`src/rtl/imem_loader.sv`:
```
// Streams host instruction words into the CPU instruction memory from address 0,
// then releases the CPU with cpu_enable and a single cpu_start pulse.
module imem_loader #(
    parameter int ADDR_W = 8,
    parameter int DATA_W = 16,
    parameter int SETTLE = 2
) (
    input  logic              clock,
    input  logic              reset,
    input  logic              in_valid,
    input  logic [DATA_W-1:0] in_data,
    input  logic              in_last,
    output logic              in_ready,
    input  logic              load_req,
    output logic              imem_we,
    output logic [ADDR_W-1:0] imem_addr,
    output logic [DATA_W-1:0] imem_wdata,
    output logic              cpu_enable,
    output logic              cpu_start,
    output logic              busy,
    output logic              error,
    output logic [ADDR_W:0]   word_count
);

    typedef enum logic [2:0] {
        S_IDLE   = 3'd0,
        S_LOAD   = 3'd1,
        S_SETTLE = 3'd2,
        S_START  = 3'd3,
        S_RUN    = 3'd4,
        S_ERR    = 3'd5
    } state_t;

    localparam int CNT_W = (SETTLE < 2) ? 1 : $clog2(SETTLE);
    localparam logic [CNT_W-1:0] SETTLE_LAST = CNT_W'(SETTLE - 1);
    localparam logic [ADDR_W:0]  FULL_COUNT  = {1'b1, {ADDR_W{1'b0}}};

    state_t              state_q, state_d;
    logic [CNT_W-1:0]    settle_cnt_q, settle_cnt_d;
    logic                we_q, we_d;
    logic [ADDR_W-1:0]   addr_q, addr_d;
    logic [DATA_W-1:0]   wdata_q, wdata_d;
    logic [ADDR_W:0]     word_count_q, word_count_d;

    logic                accept;
    logic [ADDR_W:0]     base_count;
    logic [ADDR_W:0]     next_count;

    // Handshake: a word transfers on a rising edge where in_valid and in_ready
    // are both high; in_ready depends only on the state register, never on in_valid.
    assign in_ready   = (state_q == S_IDLE) || (state_q == S_LOAD);
    assign accept     = in_valid && in_ready;
    assign base_count = (state_q == S_IDLE) ? '0 : word_count_q;
    assign next_count = base_count + 1'b1;

    always_comb begin
        state_d      = state_q;
        settle_cnt_d = '0;
        we_d         = 1'b0;
        addr_d       = addr_q;
        wdata_d      = wdata_q;
        word_count_d = word_count_q;

        // The write lands one cycle after acceptance; the count advances with it.
        if (accept) begin
            we_d         = 1'b1;
            addr_d       = base_count[ADDR_W-1:0];
            wdata_d      = in_data;
            word_count_d = next_count;
        end

        case (state_q)
            S_IDLE: begin
                if (accept) begin
                    state_d = in_last ? S_SETTLE : S_LOAD;
                end
            end
            S_LOAD: begin
                if (accept) begin
                    if (in_last) begin
                        state_d = S_SETTLE;
                    end else if (next_count == FULL_COUNT) begin
                        state_d = S_ERR;
                    end
                end
            end
            S_SETTLE: begin
                if (settle_cnt_q == SETTLE_LAST) begin
                    state_d = S_START;
                end else begin
                    settle_cnt_d = settle_cnt_q + 1'b1;
                end
            end
            S_START: begin
                state_d = S_RUN;
            end
            S_RUN: begin
                if (load_req) begin
                    state_d = S_IDLE;
                end
            end
            S_ERR: begin
                state_d = S_ERR;
            end
            default: begin
                state_d = S_IDLE;
            end
        endcase
    end

    always_ff @(posedge clock) begin
        if (reset) begin
            state_q      <= S_IDLE;
            settle_cnt_q <= '0;
            we_q         <= 1'b0;
            addr_q       <= '0;
            wdata_q      <= '0;
            word_count_q <= '0;
        end else begin
            state_q      <= state_d;
            settle_cnt_q <= settle_cnt_d;
            we_q         <= we_d;
            addr_q       <= addr_d;
            wdata_q      <= wdata_d;
            word_count_q <= word_count_d;
        end
    end

    assign imem_we    = we_q;
    assign imem_addr  = addr_q;
    assign imem_wdata = wdata_q;
    assign word_count = word_count_q;
    assign cpu_enable = (state_q == S_SETTLE) || (state_q == S_START) || (state_q == S_RUN);
    assign cpu_start  = (state_q == S_START);
    assign busy       = (state_q == S_LOAD) || (state_q == S_SETTLE) || (state_q == S_START);
    assign error      = (state_q == S_ERR);

endmodule

```
`config.mk`:
```
export PLATFORM = sky130hd
export DESIGN_NAME = imem_loader
export DESIGN_NICKNAME = d
export VERILOG_FILES = /design/src/rtl/imem_loader.sv
export SDC_FILE = /design/constraint.sdc
export NUM_CORES = 1
export LEC_CHECK = 0
export ABC_AREA = 1
export BUFFER_PORTS_ARGS = -buffer_cell sky130_fd_sc_hd__clkbuf_2
export CAP_MARGIN = 25
export CELL_PAD_IN_SITES_DETAIL_PLACEMENT = 0
export CELL_PAD_IN_SITES_GLOBAL_PLACEMENT = 1
export CORE_ASPECT_RATIO = 2
export CORE_MARGIN = 1
export CORE_UTILIZATION = 37
export CTS_CLUSTER_DIAMETER = 30
export DETAILED_ROUTE_END_ITERATION = 12
export PLACE_DENSITY_LB_ADDON = 0.15
export REMOVE_ABC_BUFFERS = 1
export SLEW_MARGIN = 20
export SYNTH_ARGS = -nofsm -noshare
export SYNTH_HDL_FRONTEND = slang
export SYNTH_SLANG_ARGS = --single-unit
export TNS_END_PERCENT = 10
```
`constraint.sdc`:
```
create_clock -name clock -period 4.3 [get_ports clock]
set_clock_uncertainty 0.1 [all_clocks]
set_input_delay 0.645 -clock clock [delete_from_list [all_inputs] [get_ports clock]]
set_output_delay 0.645 -clock clock [all_outputs]
set_load 0.005 [all_outputs]
```
==> results by group <==
Detailed routing
  – Final WL: 4.01 mm
  – Initial DRC count: 6
  – Routed len/inst: 11.6 um
  – DR pass1 iterations: 4
  – Antenna-violating nets left: 0
  – Drc violations: 0
  – DR vias/cell: 4.71
  – Vias: 1629

Yosys
  – Mapped Area: 0.00171 mm^2
  – Yosys reg bits: 38
  – Netlist cell types: 23
  – Synth warn: 0
  – Post-synth top area share: 0.446
  – Sequential share of the synthesized area: 0.446
  – Synth top area cells: dfxtp_1 45%, nor2_1 13%, o21ai_0 8.2%
  – Mean Syn Cell Area: 7.23 um^2
  – Post-synth top area cell: dfxtp_1
  – Synthesized instance count: 236

Cells and area
  – Layout cell share with drive strength beyond 1: 0.274
  – Nets: 314
  – Synth-to-layout area growth: 24.7%
  – Antenna Cells: 0
  – Final core occ: 0.486

Floorplanning
  – Initial Util: 0.389
  – Die Span X: 50.0 um
  – Die Y: 98.0 um
  – IO Count: 60
  – Standard-cell rows: 34
  – CORE AREA: 0.00438 mm^2
  – Die area: 0.00490 mm^2

Timing
  – Fmax: 442 MHz
  – Post-layout min period: 2.26 ns
  – Rel. slew slack: 0.511
  – Least-Margin Pin Slew: 0.733 ns
  – RSZ-0062 raised after global routing: no
  – Fin. max-slew vios: 0
  – Hold Vio Cnt, Final: 0
  – Fin Setup TNS: 0 ns
  – Finish-stage setup viols: 0
  – Final period util: 0.527

Worst setup path
  – Worst r2r src: state_q[2]
  – Crit-path cells: inv_2, nand2_1, inv_1, nand2_2, inv_1, buf_16, nor2_1, nor2_1, nand2_1, inv_1
  – CP peak stage delay: 0.47 ns
  – Critical Path RT: 4.39 ns
  – Worst reg2reg setup slack: 2.04 ns
  – Crit-path most repeated cell: inv_1
  – Critical Path AT: 2.35 ns
  – Critical path capture point type: flip-flop
  – Critical path type: flip-flop to flip-flop
  – R2R Path End: word_count[8]
  – Crit-path max FO: 33
  – Critical path startpoint category: flip-flop
  – CP max stage cell: dfxtp_1
  – Cells on worst reg2reg path: 10

Run
  – Max Cap Viol: 0

Power and ir drop
  – Switch Pwr: 0.000474 W
  – Logic pwr share: 0.391
  – Register share of total power: 0.420
  – PD cells: 583 mW/mm^2
  – Clock Power Share: 0.189
  – Worst vdd ir: 326 uV
  – Pint: 0.000767 W
  – Leakage: 1.07 nW
  – Switching power share of the total: 0.382

Placement
  – I/O Buffers: 59
  – Detailed Place HPWL: 2.95 mm
  – GP Congestion: 0.724

Clocking
  – Cts bufs inserted: 5
  – H-tree depth: 2
  – Post-CTS Setup Bufs: 0
  – Clock slew at reported path FFs: 0.07 ns
  – Clock sink count: 38
  – Cts-stage hold buffer count: 0
  – Worst skew pair latency: 0.28 ns
  – Clock buffer depth: 2
  – Resize count post-CTS: 0
  – Root Driver: clkbuf_8
  – CTS tree: yes

GRT
  – Vias in the first global route: 1542
  – Pin count of the biggest net entering global routing: 35
  – GRT overflow: 0
  – First-pass GRT wire length: 6.73 mm
  – Initial antenna violation count: 0
  – GRT Total Usage: 0.179

Worst hold path
  – Hold Crit Start: settle_cnt_q
  – Hold Path End: settle_cnt_q
  – Worst Hold Class: flip-flop to flip-flop
  – Hold depth: 1

Status
  – Outcome: complete, no violations
## worst max path at each step
stage | startpoint | endpoint | slack (ns)
final | state_q[2] | word_count[8] | 2.04
after global routing | state_q[2] | imem_addr[5] | 1.79
after CTS | state_q[2] | imem_addr[5] | 1.82
after detailed placement | in_valid | word_count[5] | 1.81
after global placement | in_valid | word_count[5] | 1.81
after floorplan | in_valid | word_count[5] | 2.43
## cell families (layout without fill, tap and decap cells)
family                    count (synthesis)  after routing  share of synthesized area
and+or+nand+nor                         111            111                      0.309
xor gates and xnor gates                  4              4                     0.0205
buffers and inverters                    37             93                     0.0894
DFF                                      38             38                      0.446
AOI/OAI and AO/OA                        46             46                      0.136
## placed cells by master, fill, tap and decap left out, drive strengths merged
cell	n
nand2	32
nor4	1
xor2	2
nand3	13
xnor2	2
buf	1
nor2	62
clkbuf	65
a21oi	16
dfxtp	38
nor3	3
inv	27
o21ai	29
o22ai	1
## metal layers
metal / up-vias / track usage / part of all wire
met1: 728 / 0.169 / 0.39
li1: 856 / - / -
met5: - / 0 / 0
met4: 0 / 0.0835 / 0.020
met2: 39 / 0.341 / 0.55
met3: 6 / 0.0421 / 0.045
## per-stage QoR
step | cell area, um^2 | cells | setup slack [ns] | power (W) | hold slack, ns
finish | 2130 | 346 | 2.04 | 0.00124 | 0.322
CTS | 2100 | 345 | 1.82 | 0.00125 | 0.325
floorplan | 1660 | 226 | 2.43 | 0.000816 | 0.299
detailed placement | 2020 | 339 | 1.81 | 0.00101 | 0.314
global placement | 2020 | 339 | 1.81 | 0.00100 | 0.310
global route | 2130 | 346 | 1.79 | 0.00135 | 0.347
## power groups by stage
stage | clock network [W] | registers [W] | logic, W
6_report | 0.000235 | 0.000521 | 0.000485
5_1_grt | 0.000259 | 0.000536 | 0.000560
4_1_cts | 0.000246 | 0.000523 | 0.000478
3_5_place_dp | 0 | 0.000530 | 0.000476
3_3_place_gp | 0 | 0.000530 | 0.000475
2_1_floorplan | 0 | 0.000526 | 0.000290
## flip-flops by register name, indices dropped and copies added (netlist names)
register,flops
imem_wdata,16
word_count,9
imem_addr,8
state_q,3
imem_we,1
settle_cnt_q,1
## synth_stat cells
| master | count |
|---|---|
| nor4_2 | 1 |
| nand2_2 | 3 |
| o21ai_0 | 28 |
| clkbuf_1 | 4 |
| inv_1 | 25 |
| a21oi_1 | 16 |
| buf_6 | 1 |
| nor2_4 | 2 |
| nand2_1 | 28 |
| nor2_8 | 1 |
| nand3_1 | 9 |
| nor3_1 | 3 |
| nor2_1 | 59 |
| dfxtp_1 | 38 |
| o21ai_1 | 1 |
| inv_2 | 2 |
| xor2_1 | 2 |
| xnor2_1 | 2 |
| nand3_4 | 2 |
| buf_2 | 5 |
| o22ai_1 | 1 |
| nand3_2 | 2 |
| nand2_4 | 1 |
## critical path, delay by kind of cell (launching register included)
family,cells,cell delay (ns)
buffers and inverters,5,0.85
AND/OR/NAND/NOR,5,0.73
flip-flops,1,0.47
## layout make-up
cell class	count	area (um^2)
Tap cell	54	67.6
Inverter	27	101
Clock buffer	6	82.6
Multi-Input combinational cell	161	793
Timing Repair Buffer	60	323
Fill cell	516	2250
Sequential cell	38	761
Power figures use the tool's default switching activity.
